## src/rtl/spi_slave_pkg.sv

```systemverilog
// Shared types and constants for the SPI slave.
// Optional macro SPI_SLAVE_MISO_TRISTATE_EN is consumed by spi_slave.
package spi_pkg;

  typedef enum logic [1:0] {
    WAIT_IDLE = 2'd0,
    IDLE      = 2'd1,
    ACTIVE    = 2'd2
  } state_e;

  // {CPOL,CPHA}
  localparam logic [1:0] MODE0 = 2'b00;
  localparam logic [1:0] MODE1 = 2'b01;
  localparam logic [1:0] MODE2 = 2'b10;
  localparam logic [1:0] MODE3 = 2'b11;

  localparam logic MSB_FIRST = 1'b0;
  localparam logic LSB_FIRST = 1'b1;

endpackage

```

## src/rtl/spi_slave_if.sv

```systemverilog
// SPI pins, run-time config and host TX/RX handshake of the SPI slave.
// The slave modport is the DUT side; master is the host/bus side.
interface spi_slave_if #(
  parameter int WordLen = 8
);
  logic               CPOL;
  logic               CPHA;
  logic               Endianess;
  logic               SCLK;
  logic               SS;
  logic               MOSI;
  logic               MISO;
  logic [WordLen-1:0] TxData;
  logic               TxLoad;
  logic               TxReady;
  logic [WordLen-1:0] RxData;
  logic               RxValid;
  logic               TxUnderrun;
  logic               Busy;

  modport slave (
    input  CPOL, CPHA, Endianess,
    input  SCLK, SS, MOSI,
    output MISO,
    input  TxData, TxLoad,
    output TxReady, RxData, RxValid,
    output TxUnderrun, Busy
  );

  modport master (
    output CPOL, CPHA, Endianess,
    output SCLK, SS, MOSI,
    input  MISO,
    output TxData, TxLoad,
    input  TxReady, RxData, RxValid,
    input  TxUnderrun, Busy
  );
endinterface

```

## src/rtl/spi_slave_sync_edge.sv

```systemverilog
// Multi-flop synchroniser with registered rise/fall detect.
// Edge pulses appear SyncStages+1 clk after the input changes.
module spi_sync_edge #(
  parameter int SyncStages = 2
) (
  input  logic clk,
  input  logic reset,
  input  logic i_d,
  output logic o_level,
  output logic o_rise,
  output logic o_fall
);
  logic [SyncStages-1:0] r_sync;
  logic                  r_prev;
  logic                  r_rise;
  logic                  r_fall;

  always_ff @(posedge clk) begin
    if (reset) begin
      r_sync <= '0;
      r_prev <= 1'b0;
      r_rise <= 1'b0;
      r_fall <= 1'b0;
    end else begin
      r_sync <= {r_sync[SyncStages-2:0], i_d};
      r_prev <= r_sync[SyncStages-1];
      r_rise <= r_sync[SyncStages-1] & ~r_prev;
      r_fall <= ~r_sync[SyncStages-1] & r_prev;
    end
  end

  assign o_level = r_sync[SyncStages-1];
  assign o_rise  = r_rise;
  assign o_fall  = r_fall;
endmodule

```

## src/rtl/spi_slave.sv

```systemverilog
// SPI slave: oversampled SCLK/SS/MOSI, all CPOL/CPHA modes, run-time bit order.
// Define SPI_SLAVE_MISO_TRISTATE_EN to float MISO whenever Busy=0.
module spi_slave
  import spi_pkg::*;
#(
  parameter int WordLen    = 8,
  parameter int SyncStages = 2
) (
  input logic      clk,
  input logic      reset,
  spi_slave_if.slave bus
);
  localparam int CntW = (WordLen > 2) ? $clog2(WordLen) : 1;
  localparam logic [CntW-1:0] LastBit = CntW'(WordLen - 1);

  state_e             r_state;
  logic [CntW-1:0]    r_cnt;
  logic               r_cpol;
  logic               r_cpha;
  logic               r_endian;
  logic               r_miso;
  logic               r_busy;
  logic               r_tx_ready;
  logic [WordLen-1:0] r_tx_hold;
  logic [WordLen-1:0] r_tx_sh;
  logic [WordLen-1:0] r_rx_sh;
  logic [WordLen-1:0] r_rx_data;
  logic               r_rx_done;
  logic               r_rx_valid;
  logic               r_underrun;
  logic               r_udr_pend;

  logic w_sclk_lvl_unused;
  logic w_sclk_rise;
  logic w_sclk_fall;
  logic w_ss;
  logic w_ss_rise;
  logic w_ss_fall;
  logic w_mosi;
  logic w_mosi_rise_unused;
  logic w_mosi_fall_unused;

  spi_sync_edge #(.SyncStages(SyncStages)) u_sclk (
    .clk    (clk),
    .reset  (reset),
    .i_d    (bus.SCLK),
    .o_level(w_sclk_lvl_unused),
    .o_rise (w_sclk_rise),
    .o_fall (w_sclk_fall)
  );

  spi_sync_edge #(.SyncStages(SyncStages)) u_ss (
    .clk    (clk),
    .reset  (reset),
    .i_d    (bus.SS),
    .o_level(w_ss),
    .o_rise (w_ss_rise),
    .o_fall (w_ss_fall)
  );

  spi_sync_edge #(.SyncStages(SyncStages)) u_mosi (
    .clk    (clk),
    .reset  (reset),
    .i_d    (bus.MOSI),
    .o_level(w_mosi),
    .o_rise (w_mosi_rise_unused),
    .o_fall (w_mosi_fall_unused)
  );

  logic               w_lead;
  logic               w_trail;
  logic               w_sample;
  logic               w_shift;
  logic               w_word_end;
  logic               w_start;
  logic [WordLen-1:0] w_tx_word;
  logic [WordLen-1:0] w_tx_word_sh;
  logic [WordLen-1:0] w_tx_next;
  logic               w_tx_first;
  logic               w_tx_bit;
  logic [WordLen-1:0] w_rx_next;

  always_comb begin
    w_lead     = r_cpol ? w_sclk_fall : w_sclk_rise;
    w_trail    = r_cpol ? w_sclk_rise : w_sclk_fall;
    w_sample   = r_cpha ? w_trail : w_lead;
    w_shift    = r_cpha ? w_lead : w_trail;
    w_word_end = (r_state == ACTIVE) && !w_ss_rise
                 && w_sample && (r_cnt == LastBit);
    w_start    = ((r_state == IDLE) && w_ss_fall) || w_word_end;
    w_tx_word  = r_tx_ready ? '0 : r_tx_hold;
    if (r_endian == LSB_FIRST) begin
      w_tx_word_sh = w_tx_word >> 1;
      w_tx_next    = r_tx_sh >> 1;
      w_tx_first   = w_tx_word[0];
      w_tx_bit     = r_tx_sh[0];
      w_rx_next    = {w_mosi, r_rx_sh[WordLen-1:1]};
    end else begin
      w_tx_word_sh = w_tx_word << 1;
      w_tx_next    = r_tx_sh << 1;
      w_tx_first   = w_tx_word[WordLen-1];
      w_tx_bit     = r_tx_sh[WordLen-1];
      w_rx_next    = {r_rx_sh[WordLen-2:0], w_mosi};
    end
  end

  always_ff @(posedge clk) begin
    if (reset) begin
      r_state    <= WAIT_IDLE;
      r_cnt      <= '0;
      r_cpol     <= 1'b0;
      r_cpha     <= 1'b0;
      r_endian   <= MSB_FIRST;
      r_miso     <= 1'b0;
      r_busy     <= 1'b0;
      r_tx_ready <= 1'b1;
      r_tx_hold  <= '0;
      r_tx_sh    <= '0;
      r_rx_sh    <= '0;
      r_rx_data  <= '0;
      r_rx_done  <= 1'b0;
      r_rx_valid <= 1'b0;
      r_underrun <= 1'b0;
      r_udr_pend <= 1'b0;
    end else begin
      r_rx_valid <= r_rx_done;
      r_rx_done  <= 1'b0;
      r_underrun <= 1'b0;

      // a word start frees the holding register for a same-cycle load
      if (bus.TxLoad && (r_tx_ready || w_start)) begin
        r_tx_hold  <= bus.TxData;
        r_tx_ready <= 1'b0;
      end else if (w_start) begin
        r_tx_ready <= 1'b1;
      end

      unique case (r_state)
        WAIT_IDLE: begin
          if (w_ss) r_state <= IDLE;
        end
        IDLE: begin
          r_cpol     <= bus.CPOL;
          r_cpha     <= bus.CPHA;
          r_endian   <= bus.Endianess;
          r_udr_pend <= 1'b0;
          if (w_ss_fall) begin
            r_state    <= ACTIVE;
            r_busy     <= 1'b1;
            r_cnt      <= '0;
            r_underrun <= r_tx_ready;
            if (!r_cpha) begin
              r_miso  <= w_tx_first;
              r_tx_sh <= w_tx_word_sh;
            end else begin
              r_tx_sh <= w_tx_word;
            end
          end
        end
        ACTIVE: begin
          if (w_ss_rise) begin
            r_state    <= IDLE;
            r_busy     <= 1'b0;
            r_cnt      <= '0;
            r_udr_pend <= 1'b0;
          end else if (w_sample) begin
            r_rx_sh <= w_rx_next;
            // an empty reload is only flagged once the next word really starts
            if (r_udr_pend) begin
              r_underrun <= 1'b1;
              r_udr_pend <= 1'b0;
            end
            if (r_cnt == LastBit) begin
              r_cnt      <= '0;
              r_rx_data  <= w_rx_next;
              r_rx_done  <= 1'b1;
              r_tx_sh    <= w_tx_word;
              r_udr_pend <= r_tx_ready;
            end else begin
              r_cnt <= r_cnt + 1'b1;
            end
          end else if (w_shift) begin
            r_miso  <= w_tx_bit;
            r_tx_sh <= w_tx_next;
          end
        end
        default: r_state <= WAIT_IDLE;
      endcase
    end
  end

`ifdef SPI_SLAVE_MISO_TRISTATE_EN
  assign bus.MISO = r_busy ? r_miso : 1'bz;
`else
  assign bus.MISO = r_miso;
`endif
  assign bus.TxReady    = r_tx_ready;
  assign bus.RxData     = r_rx_data;
  assign bus.RxValid    = r_rx_valid;
  assign bus.TxUnderrun = r_underrun;
  assign bus.Busy       = r_busy;
endmodule
```

## src/flat_wrapper.sv

```systemverilog
// flat-port wrapper written by rule: the top's interface ports become plain ports
module spi_slave_flat import spi_pkg::*;
#(
  parameter int WordLen    = 8,
  parameter int SyncStages = 2
)
  (clk, reset, bus_CPOL, bus_CPHA, bus_Endianess, bus_SCLK, bus_SS, bus_MOSI, bus_MISO, bus_TxData, bus_TxLoad, bus_TxReady, bus_RxData, bus_RxValid, bus_TxUnderrun, bus_Busy);
  spi_slave_if #(.WordLen(WordLen)) bus_i ();
  input logic clk;
  input logic reset;
  input wire logic [$bits(bus_i.CPOL)-1:0] bus_CPOL;
  input wire logic [$bits(bus_i.CPHA)-1:0] bus_CPHA;
  input wire logic [$bits(bus_i.Endianess)-1:0] bus_Endianess;
  input wire logic [$bits(bus_i.SCLK)-1:0] bus_SCLK;
  input wire logic [$bits(bus_i.SS)-1:0] bus_SS;
  input wire logic [$bits(bus_i.MOSI)-1:0] bus_MOSI;
  output wire logic [$bits(bus_i.MISO)-1:0] bus_MISO;
  input wire logic [$bits(bus_i.TxData)-1:0] bus_TxData;
  input wire logic [$bits(bus_i.TxLoad)-1:0] bus_TxLoad;
  output wire logic [$bits(bus_i.TxReady)-1:0] bus_TxReady;
  output wire logic [$bits(bus_i.RxData)-1:0] bus_RxData;
  output wire logic [$bits(bus_i.RxValid)-1:0] bus_RxValid;
  output wire logic [$bits(bus_i.TxUnderrun)-1:0] bus_TxUnderrun;
  output wire logic [$bits(bus_i.Busy)-1:0] bus_Busy;
  assign bus_i.CPOL = bus_CPOL;
  assign bus_i.CPHA = bus_CPHA;
  assign bus_i.Endianess = bus_Endianess;
  assign bus_i.SCLK = bus_SCLK;
  assign bus_i.SS = bus_SS;
  assign bus_i.MOSI = bus_MOSI;
  assign bus_MISO = bus_i.MISO;
  assign bus_i.TxData = bus_TxData;
  assign bus_i.TxLoad = bus_TxLoad;
  assign bus_TxReady = bus_i.TxReady;
  assign bus_RxData = bus_i.RxData;
  assign bus_RxValid = bus_i.RxValid;
  assign bus_TxUnderrun = bus_i.TxUnderrun;
  assign bus_Busy = bus_i.Busy;
  spi_slave #(.WordLen(WordLen), .SyncStages(SyncStages)) u_core (.clk(clk), .reset(reset), .bus(bus_i));
endmodule
```

## config.mk

```make
export PLATFORM = sky130hd
export DESIGN_NAME = spi_slave_flat
export DESIGN_NICKNAME = d
export VERILOG_FILES = /design/src/rtl/spi_slave_pkg.sv /design/src/rtl/spi_slave_if.sv /design/src/rtl/spi_slave_sync_edge.sv /design/src/rtl/spi_slave.sv /design/src/flat_wrapper.sv
export SDC_FILE = /design/constraint.sdc
export NUM_CORES = 1
export LEC_CHECK = 0
export BUFFER_PORTS_ARGS = -buffer_cell sky130_fd_sc_hd__buf_2
export CORE_UTILIZATION = 59
export CTS_CLUSTER_SIZE = 8
export DETAILED_ROUTE_END_ITERATION = 10
export PLACE_DENSITY = 0.85
export SYNTH_ARGS = -nofsm -noshare
export SYNTH_HDL_FRONTEND = slang
export SYNTH_SLANG_ARGS = --single-unit
```

## constraint.sdc

```tcl
create_clock -name clk -period 2.1 [get_ports clk]
set_clock_uncertainty 0.1 [all_clocks]
set_input_delay 0.315 -clock clk [delete_from_list [all_inputs] [get_ports clk]]
set_output_delay 0.315 -clock clk [all_outputs]
set_load 0.005 [all_outputs]
```

==> results of run 1 <==
## layer usage
layer / up-vias / wire, µm
li1: 1252 / -
met1: 1194 / 3169
met2: 80 / 3135
met3: 11 / 368
met4: 0 / 83
met5: - / 0
## worst min-delay path by stage
stage	endpoint	slack (ps)
after CTS	u_core.u_mosi.r_sync[0]	80
after detailed placement	u_core.u_sclk.o_fall	300
after global routing	u_core.u_sclk.r_sync[0]	90
after floorplan	u_core.u_sclk.o_rise	280
after global placement	u_core.u_sclk.o_rise	290
final	u_core.u_sclk.r_sync[0]	90
## sequential cells by signal (all words and copies together) (netlist names), 2 cells and up
signal and cells:
u_core.r_tx_sh 8, u_core.r_state 2, u_core.u_ss.r_sync 2, u_core.u_sclk.r_sync 2, u_core.r_rx_sh 8, u_core.r_cnt 3, u_core.r_tx_hold 8, u_core.u_mosi.r_sync 2
u_core.bus.RxData 8
## metrics by stage
| step | std cells | instance area, µm² | hold slack (ps) | total power, µW |
|---|---|---|---|---|
| after floorplan | 324 | 3077 | 283.5 | 1945 |
| after global placement | 412 | 3311 | 288.1 | 2128 |
| after detailed placement | 412 | 3311 | 299.2 | 2168 |
| after CTS | 428 | 3506 | 77.06 | 3170 |
| after global routing | 434 | 3560 | 89.39 | 3343 |
| final | 434 | 3560 | 85.82 | 3186 |
## where the power goes
group	leakage, µW	total [µW]	switching [µW]	internal (µW)
registers	0.000480	1330	97.5	1230
logic	0.000808	850	461	389
clock network	0.0000926	1010	430	578
## area by class of cell
cell class | instances | area (µm²)
fillers | 354 | 1320
clock buffers | 12 | 145.1
inverters | 5 | 18.77
clock inverters | 4 | 50.05
well taps | 67 | 83.83
multi-input cells | 237 | 1752
repair buffers | 50 | 327.8
flip-flops and latches | 59 | 1182
## kinds of logic (layout without fill, tap and decap cells)
kind of cell,after synthesis,count (layout),share of synthesized area [%]
xor gates and xnor gates,1,1,0.8948
and+or+nand+nor,127,127,23.18
adders and majority gates,6,6,2.440
DFF,59,59,38.39
AOI/OAI and AO/OA,63,63,16.43
buffers and inverters,28,71,4.920
muxes,40,40,13.75
## placed cells by master (no fill, tap or decap), drive strengths merged, types with 4 or more instances in the layout
| master | instances |
|---|---|
| a211oi | 20 |
| a21oi | 7 |
| a311oi | 5 |
| and3b | 8 |
| buf | 50 |
| clkbuf | 12 |
| dfxtp | 59 |
| ha | 6 |
| inv | 5 |
| mux2 | 8 |
| mux2i | 32 |
| nand2 | 21 |
| nand2b | 9 |
| nor2 | 46 |
| nor2b | 15 |
| nor3 | 4 |
| o21ai | 6 |
| o22ai | 4 |
| o311ai | 8 |
| or3b | 8 |
## timing repair
item | CTS | global route
endpoints found under the setup margin | 0 | 20
gates resized for setup | 0 | 3
hold buffers | 0 | 0
setup buffers | 0 | 6
==> impl_metrics.json, run 1 <==
{
  "fin_crit_sh_pct": 94.37,
  "start_util_pct": 63.05,
  "grt_pass1_vias": 2308,
  "slew_headroom_pct": 58.72,
  "synth.most_common_cell": "dfxtp_1",
  "ys_seq_area_share_pct": 38.39,
  "path_delay_family": "compound AO/OA/AOI/OAI gates",
  "dp_hpwl_mm": 4.442,
  "drtAntennaViolNets": 0,
  "die_w_um": 74.22,
  "wirelength_mm": 6.755,
  "slowest_stage": "dfxtp_2",
  "synth_edf_count": 0,
  "reg2reg_from": "u_core.r_state[0]",
  "synth_top_cell_area_share_pct": 38.39,
  "startpoint": "u_core.r_state[0]",
  "hold_path.class": "input pin to flip-flop",
  "cts.clk_slew.worst_paths_ps": 70,
  "ys_types": 45,
  "setup.worst_path.class": "flip-flop to flip-flop",
  "grt_max_degree": 43,
  "drive_gt1_share_pct": 26.70,
  "ir_drop_v": 0.0005582,
  "max_stage_delay_ps": 360,
  "synthesis.instances": 324,
  "root_buffer": "clkbuf_8",
  "hold_violations": 0,
  "wl_per_cell_um": 15.56,
  "report.final.slew_viol_count": 0,
  "grt_pass1_wl_mm": 10.68,
  "dr_total_vias": 2537,
  "setup_ws_ps": 118.2,
  "diodes": 0,
  "arrival_ps": 2130,
  "crit_cells": 7,
  "cp_max_fo": 11,
  "yosysWarnings": 0,
  "utilization_pct": 72.95,
  "nets": 385,
  "rsz0062_at_grt": "no",
  "grt_use_total_pct": 26.08,
  "vias_per_cell": 5.846,
  "fin_crit_ps": 1982,
  "async_flop_share_pct": 0,
  "dr.pass1.iters": 4,
  "drc_errors": 0,
  "cts_sinks": 59,
  "worst_pin_slew_ps": 619.1,
  "ys.flop_type": "dfxtp_1",
  "end_kind": "flip-flop",
  "crit_required_ps": 2240,
  "rows": 25,
  "clock_latency_ps": 340,
  "finalSetupViolations": 0,
  "use_met1_pct": 34.12,
  "ys_ff_latch": 59,
  "synth.avg_cell_area_um2": 9.496,
  "fin_tns_setup_ps": 0,
  "drv_cap": 0,
  "p_per_area_nw_per_um2": 895.0,
  "met3_usage_pct": 8.943,
  "syn_area_um2": 3077,
  "crit_path_end": "u_core.r_tx_sh[7]",
  "synth_fp_nets": 347,
  "synth_common_cells": "dfxtp_1 (59), nor2_1 (44), mux2i_1 (31), nand2_1 (21), nor2b_1 (15)",
  "r2r_end": "u_core.r_tx_sh[7]",
  "antenna_found_initial": 0,
  "syn_to_final_growth_pct": 15.70,
  "die_h_um": 74.22,
  "drtIter0Drc": 236,
  "cts_tree": "built",
  "min_from": "bus_SCLK",
  "pre_cts_slack_ps": 128.4,
  "globalplace.congestion": 0.8607,
  "port_buffers": 29,
  "ioPinCount": 30,
  "critPathLaunchType": "flip-flop",
  "clock_path_buffers": 2,
  "grt-busiest-layer": "met2",
  "coreArea_um2": 4880,
  "min_path_cells": 2,
  "status": "finished clean",
  "yosys-top-cells-area": "dfxtp_1 (38%), mux2i_1 (10%), nor2_1 (5.4%), a211oi_2 (3.3%), nor2b_1 (3.1%)",
  "r2r_cells": 7,
  "gr-total-overflow": 0,
  "path_cells": "inv_1 -> ha_1 -> buf_4 -> or2_2 -> o32ai_1 -> nand2_1 -> a311oi_1",
  "max_freq_mhz": 504.6,
  "cts_made_buffers": 9,
  "met2_usage_pct": 39.19,
  "r2r_setup_slack_ps": 120,
  "cts_max_level": 3,
  "synth_area_leader_cell": "dfxtp_1",
  "die_area_um2": 5508,
  "p_leak_uw": 0.001381,
  "path_buf_inv": 2
}
(Power assumes the default switching activity.)
==> run 2: changes to the inputs <==
--- a/config.mk
+++ b/config.mk
@@ -6,10 +6,10 @@
 export NUM_CORES = 1
 export LEC_CHECK = 0
 export BUFFER_PORTS_ARGS = -buffer_cell sky130_fd_sc_hd__buf_2
-export CORE_UTILIZATION = 59
+export CORE_UTILIZATION = 25
 export CTS_CLUSTER_SIZE = 8
 export DETAILED_ROUTE_END_ITERATION = 10
-export PLACE_DENSITY = 0.85
+export PLACE_DENSITY = 0.45
 export SYNTH_ARGS = -nofsm -noshare
 export SYNTH_HDL_FRONTEND = slang
 export SYNTH_SLANG_ARGS = --single-unit
==> impl_metrics.json, run 2 (synthesis gave the netlist of run 1 again) <==
{
  "antenna_found_initial": 0,
  "end_kind": "flip-flop",
  "grt_use_total_pct": 11.48,
  "rsz0062_at_grt": "yes",
  "cts.clk_slew.worst_paths_ps": 50,
  "postCtsHoldBufs": 0,
  "dp_cells": 490,
  "ir_drop_v": 0.0003255,
  "nets": 380,
  "p_leak_uw": 0.001445,
  "setup_ws_ps": 96.60,
  "vias_per_cell": 4.727,
  "crit_required_ps": 2260,
  "cts_max_level": 3,
  "globalplace.congestion": 0.7500,
  "ioPinCount": 30,
  "drc_errors": 0,
  "drtIter0Drc": 95,
  "slew_headroom_pct": 51.37,
  "p_int_uw": 2894,
  "slowest_stage": "dfxtp_1",
  "cts_sinks": 59,
  "die_w_um": 112.9,
  "post_dp_cell_area_um2": 3408,
  "dr.pass1.iters": 4,
  "root_buffer": "clkbuf_16",
  "hold_path.class": "input pin to flip-flop",
  "p_comb_share_pct": 20.9,
  "dr_total_vias": 2406,
  "grt_pass1_wl_mm": 11.39,
  "arrival_ps": 2170,
  "die_h_um": 112.9,
  "diodes": 0,
  "max_freq_mhz": 499.2,
  "critPathLaunchType": "flip-flop",
  "multi_input_area_um2": 1754,
  "layoutNonFillerInstCount": 509,
  "grt_pass1_vias": 2307,
  "seq_area_um2": 1181,
  "coreArea_um2": 12010,
  "finalSetupViolations": 0,
  "startpoint": "u_core.r_state[0]",
  "dp_hpwl_mm": 4.742,
  "rows": 40,
  "clkPwrFrac_pct": 45.3,
  "drv_cap": 0,
  "p_total_uw": 3943,
  "p_per_area_nw_per_um2": 1035,
  "hold_violations": 0,
  "wirelength_mm": 6.889,
  "clock_path_buffers": 2,
  "path_cells": "inv_1 -> ha_1 -> buf_4 -> nand2b_1 -> nand3_1 -> or3_1 -> a21oi_1",
  "status": "finished clean",
  "cp_max_fo": 16,
  "p_switching_uw": 1049,
  "clock_latency_ps": 330,
  "reg2reg_from": "u_core.r_state[0]",
  "gr-total-overflow": 0,
  "switching_share_pct": 26.61,
  "worst_pin_slew_ps": 729.4,
  "final_cell_mix": "dfxtp_1 (59), nor2_1 (44), mux2i_1 (31), buf_2 (29), nand2_1 (21)",
  "die_area_um2": 12750,
  "wl_per_cell_um": 13.53,
  "cts_tree": "built",
  "pre_cts_slack_ps": 116.5,
  "port_buffers": 29,
  "fill_cells": 1258,
  "max_stage_delay_ps": 390,
  "cts_made_buffers": 9,
  "setup.worst_path.class": "flip-flop to flip-flop",
  "drive_gt1_share_pct": 25.41,
  "pwr-share-seq_pct": 33.8,
  "fin_tns_setup_ps": 0,
  "report.final.slew_viol_count": 0,
  "grt_max_degree": 47,
  "syn_to_final_growth_pct": 23.87,
  "design_area_um2": 3811,
  "min_from": "bus_MOSI",
  "start_util_pct": 25.61,
  "mostFrequentLayoutCell": "dfxtp_1",
  "fin_crit_sh_pct": 95.40,
  "fin_crit_ps": 2003,
  "drtAntennaViolNets": 0
}
-- run 2: cell count changes in the layout (fill, tap and decap cells not counted), moves of 2 or more --
cell,before,now
clkbuf_8,10,0
clkbuf_16,0,9
buf_4,19,11
bufinv_16,1,4
buf_12,2,4
clkinvlp_4,2,0
-- run 2: routing by layer --
layer  global-route usage, %  up-vias  part of all wire [%]
li1                        -     1242                     -
met1                   15.42     1121                    52
met2                   16.79       36                    44
met3                   3.696        7                   2.9
met4                   5.000        0                   1.2
met5                       0        -                     0
-- run 2: cell type report --
type | count | area share (%)
Multi-Input combinational cell | 237 | 46.03
Sequential cell | 59 | 30.99
Timing Repair Buffer | 45 | 8.273
Clock buffer | 11 | 6.106
Tap cell | 147 | 4.826
Clock inverter | 5 | 3.283
Inverter | 5 | 0.4924
-- run 2: final timing paths --
| kind | depth (start not counted) | end | slack [ps] |
|---|---|---|---|
| min | 2 | u_core.u_mosi.r_sync[0] | 90 |
| min reg2reg | 1 | u_core.u_ss.o_rise | 300 |
| max reg2reg | 7 | u_core.r_state[0] | 100 |
| max | 7 | u_core.r_state[0] | 100 |
-- run 2: timing repair --
item                                    4_1_cts  5_1_grt
buffers inserted                              0        3
resized for setup                             0        2
endpoints found under the setup margin        0       10
-- run 2: power groups by stage --
stage	clock network, µW	logic [µW]	registers [µW]
2_1_floorplan	0	631	1310
3_3_place_gp	0	824	1350
3_5_place_dp	0	822	1350
4_1_cts	1830	827	1330
5_1_grt	1880	919	1350
6_report	1790	825	1330
-- run 2: worst max-delay path, delay by kind of cell, from the launching register on --
family | cells | cell delay, ps
and+or+nand+nor | 3 | 840
adders and majority gates | 1 | 210
AOI/OAI and AO/OA | 1 | 130
DFF | 1 | 390
buffers and inverters | 2 | 270
-- run 2: stage by stage --
stage,util [%],hold slack (ps)
2_1_floorplan,-,283.5
3_3_place_gp,28.38,292.4
3_5_place_dp,28.38,293.8
4_1_cts,31.35,78.60
5_1_grt,31.73,84.86
6_report,31.73,91.57
==> run 3: changes to the inputs <==
--- a/config.mk
+++ b/config.mk
@@ -6,10 +6,12 @@
 export NUM_CORES = 1
 export LEC_CHECK = 0
 export BUFFER_PORTS_ARGS = -buffer_cell sky130_fd_sc_hd__buf_2
+export CORE_MARGIN = 2
 export CORE_UTILIZATION = 25
 export CTS_CLUSTER_SIZE = 8
 export DETAILED_ROUTE_END_ITERATION = 10
 export PLACE_DENSITY = 0.45
+export REMOVE_ABC_BUFFERS = 1
 export SYNTH_ARGS = -nofsm -noshare
 export SYNTH_HDL_FRONTEND = slang
 export SYNTH_SLANG_ARGS = --single-unit
==> impl_metrics.json, run 3 (synthesis gave the netlist of run 1 again) <==
{
  "status": "finished clean",
  "grt_max_degree": 35,
  "pre_cts_slack_ps": 122.8,
  "clock_latency_ps": 330,
  "fin_crit_sh_pct": 91.82,
  "cts.clk_slew.worst_paths_ps": 50,
  "p_switching_uw": 1040,
  "ioPinCount": 30,
  "final_cell_mix": "dfxtp_1 (59), nor2_1 (44), mux2i_1 (31), buf_2 (29), nand2_1 (21)",
  "slew_headroom_pct": 68.92,
  "rsz0062_at_grt": "no",
  "post_cts_buffers": 0,
  "report.final.slew_viol_count": 0,
  "gr-total-overflow": 0,
  "port_buffers": 29,
  "rows": 40,
  "dp_hpwl_mm": 4.710,
  "reg2reg_from": "u_core.r_state[0]",
  "antenna_found_initial": 0,
  "min_path_cells": 2,
  "ir_drop_v": 0.0005204,
  "max_freq_mhz": 518.6,
  "diodes": 0,
  "drc_errors": 0,
  "setup_ws_ps": 171.9,
  "crit_path_end": "u_core.r_tx_sh[3]",
  "die_w_um": 114.9,
  "grt-busiest-layer": "met2",
  "pwr-share-seq_pct": 36.0,
  "r2r_end": "u_core.r_tx_sh[3]",
  "clkPwrFrac_pct": 41.4,
  "drv_cap": 0,
  "p_int_uw": 2653,
  "use_met1_pct": 14.53,
  "dr_total_vias": 2407,
  "seq_area_um2": 1181,
  "p_per_area_nw_per_um2": 987.3,
  "r2r_cells": 8,
  "r2r_setup_slack_ps": 170,
  "hold_path.class": "input pin to flip-flop",
  "critPathLaunchType": "flip-flop",
  "cts_made_buffers": 9,
  "mostFrequentLayoutCell": "dfxtp_1",
  "root_buffer": "clkbuf_16",
  "worst_pin_slew_ps": 466.2,
  "die_area_um2": 13210,
  "cp_max_fo": 16,
  "crit_required_ps": 2240,
  "clock_path_buffers": 2,
  "fill_cells": 1282,
  "syn_to_final_growth_pct": 21.59,
  "fin_crit_ps": 1928,
  "post_dp_cell_area_um2": 3411,
  "hold_violations": 0,
  "drtAntennaViolNets": 0,
  "nets": 379,
  "vias_per_cell": 4.748,
  "grt_use_total_pct": 10.99,
  "cts_tree": "built",
  "finalSetupViolations": 0,
  "drive_gt1_share_pct": 25.56,
  "dr.pass1.iters": 4,
  "coreArea_um2": 12010,
  "arrival_ps": 2070,
  "multi_input_area_um2": 1767,
  "globalplace.congestion": 0.7104,
  "startpoint": "u_core.r_state[0]",
  "start_util_pct": 25.61,
  "wirelength_mm": 6.834,
  "utilization_pct": 31.15,
  "grt_pass1_vias": 2243,
  "end_kind": "flip-flop",
  "cts_sinks": 59,
  "p_comb_share_pct": 22.6,
  "die_h_um": 114.9,
  "p_leak_uw": 0.001415,
  "fin_tns_setup_ps": 0,
  "wl_per_cell_um": 13.48,
  "met3_usage_pct": 3.637,
  "drtIter0Drc": 109,
  "design_area_um2": 3741,
  "switching_share_pct": 28.17,
  "cts_max_level": 3,
  "grt_pass1_wl_mm": 11.34,
  "setup.worst_path.class": "flip-flop to flip-flop",
  "met2_usage_pct": 16.90
}
run 3: repair_timing:
action,CTS,global route
hold buffers,0,0
resized for setup,0,4
setup endpoints to repair,0,3
run 3: worst min path at each step:
stage | start | endpoint | slack [ps]
4_1_cts | bus_SS | u_core.u_ss.r_sync[0] | 90
3_5_place_dp | u_core.u_sclk.r_prev | u_core.u_sclk.o_rise | 300
3_3_place_gp | u_core.u_sclk.r_prev | u_core.u_sclk.o_rise | 290
5_1_grt | bus_SS | u_core.u_ss.r_sync[0] | 90
6_report | bus_SS | u_core.u_ss.r_sync[0] | 100
2_1_floorplan | reset | u_core.bus.RxData[0] | 280
run 3: routing by layer:
metal | vias to the layer above | routed length, µm
met2 | 40 | 3038
li1 | 1243 | -
met5 | - | 0
met1 | 1117 | 3457
met4 | 0 | 104
met3 | 7 | 234
run 3: critical path: stages, from the launching register on:
cell,delay (ps)
dfxtp_1,370
inv_1,80
ha_1,210
buf_4,190
and4b_1,240
nor3_4,220
buf_12,170
nor2_1,50
a311oi_1,230
run 3: layout make-up:
type | count | share of cell area [%]
multi-input combinational | 237 | 47.22
tap | 147 | 4.916
clock buffer | 10 | 6.120
sequential | 59 | 31.57
inverter | 5 | 0.5017
clock inverter | 5 | 2.107
timing repair buffer | 44 | 7.559
run 3: power groups by stage:
stage	Sequential, µW	Combinational (µW)	Clock [µW]
after CTS	1330	824	1580
after global routing	1340	932	1630
after floorplan	1350	542	0
final	1330	835	1530
after detailed placement	1350	821	0
after global placement	1350	817	0
run 3: stage by stage:
| stage | hold WS, ps | std cells | power [µW] |
|---|---|---|---|
| after detailed placement | 299.2 | 492 | 2172 |
| after global routing | 87.11 | 507 | 3908 |
| after floorplan | 279.6 | 301 | 1892 |
| after global placement | 290.2 | 492 | 2166 |
| after CTS | 88.74 | 507 | 3733 |
| final | 98.96 | 507 | 3694 |
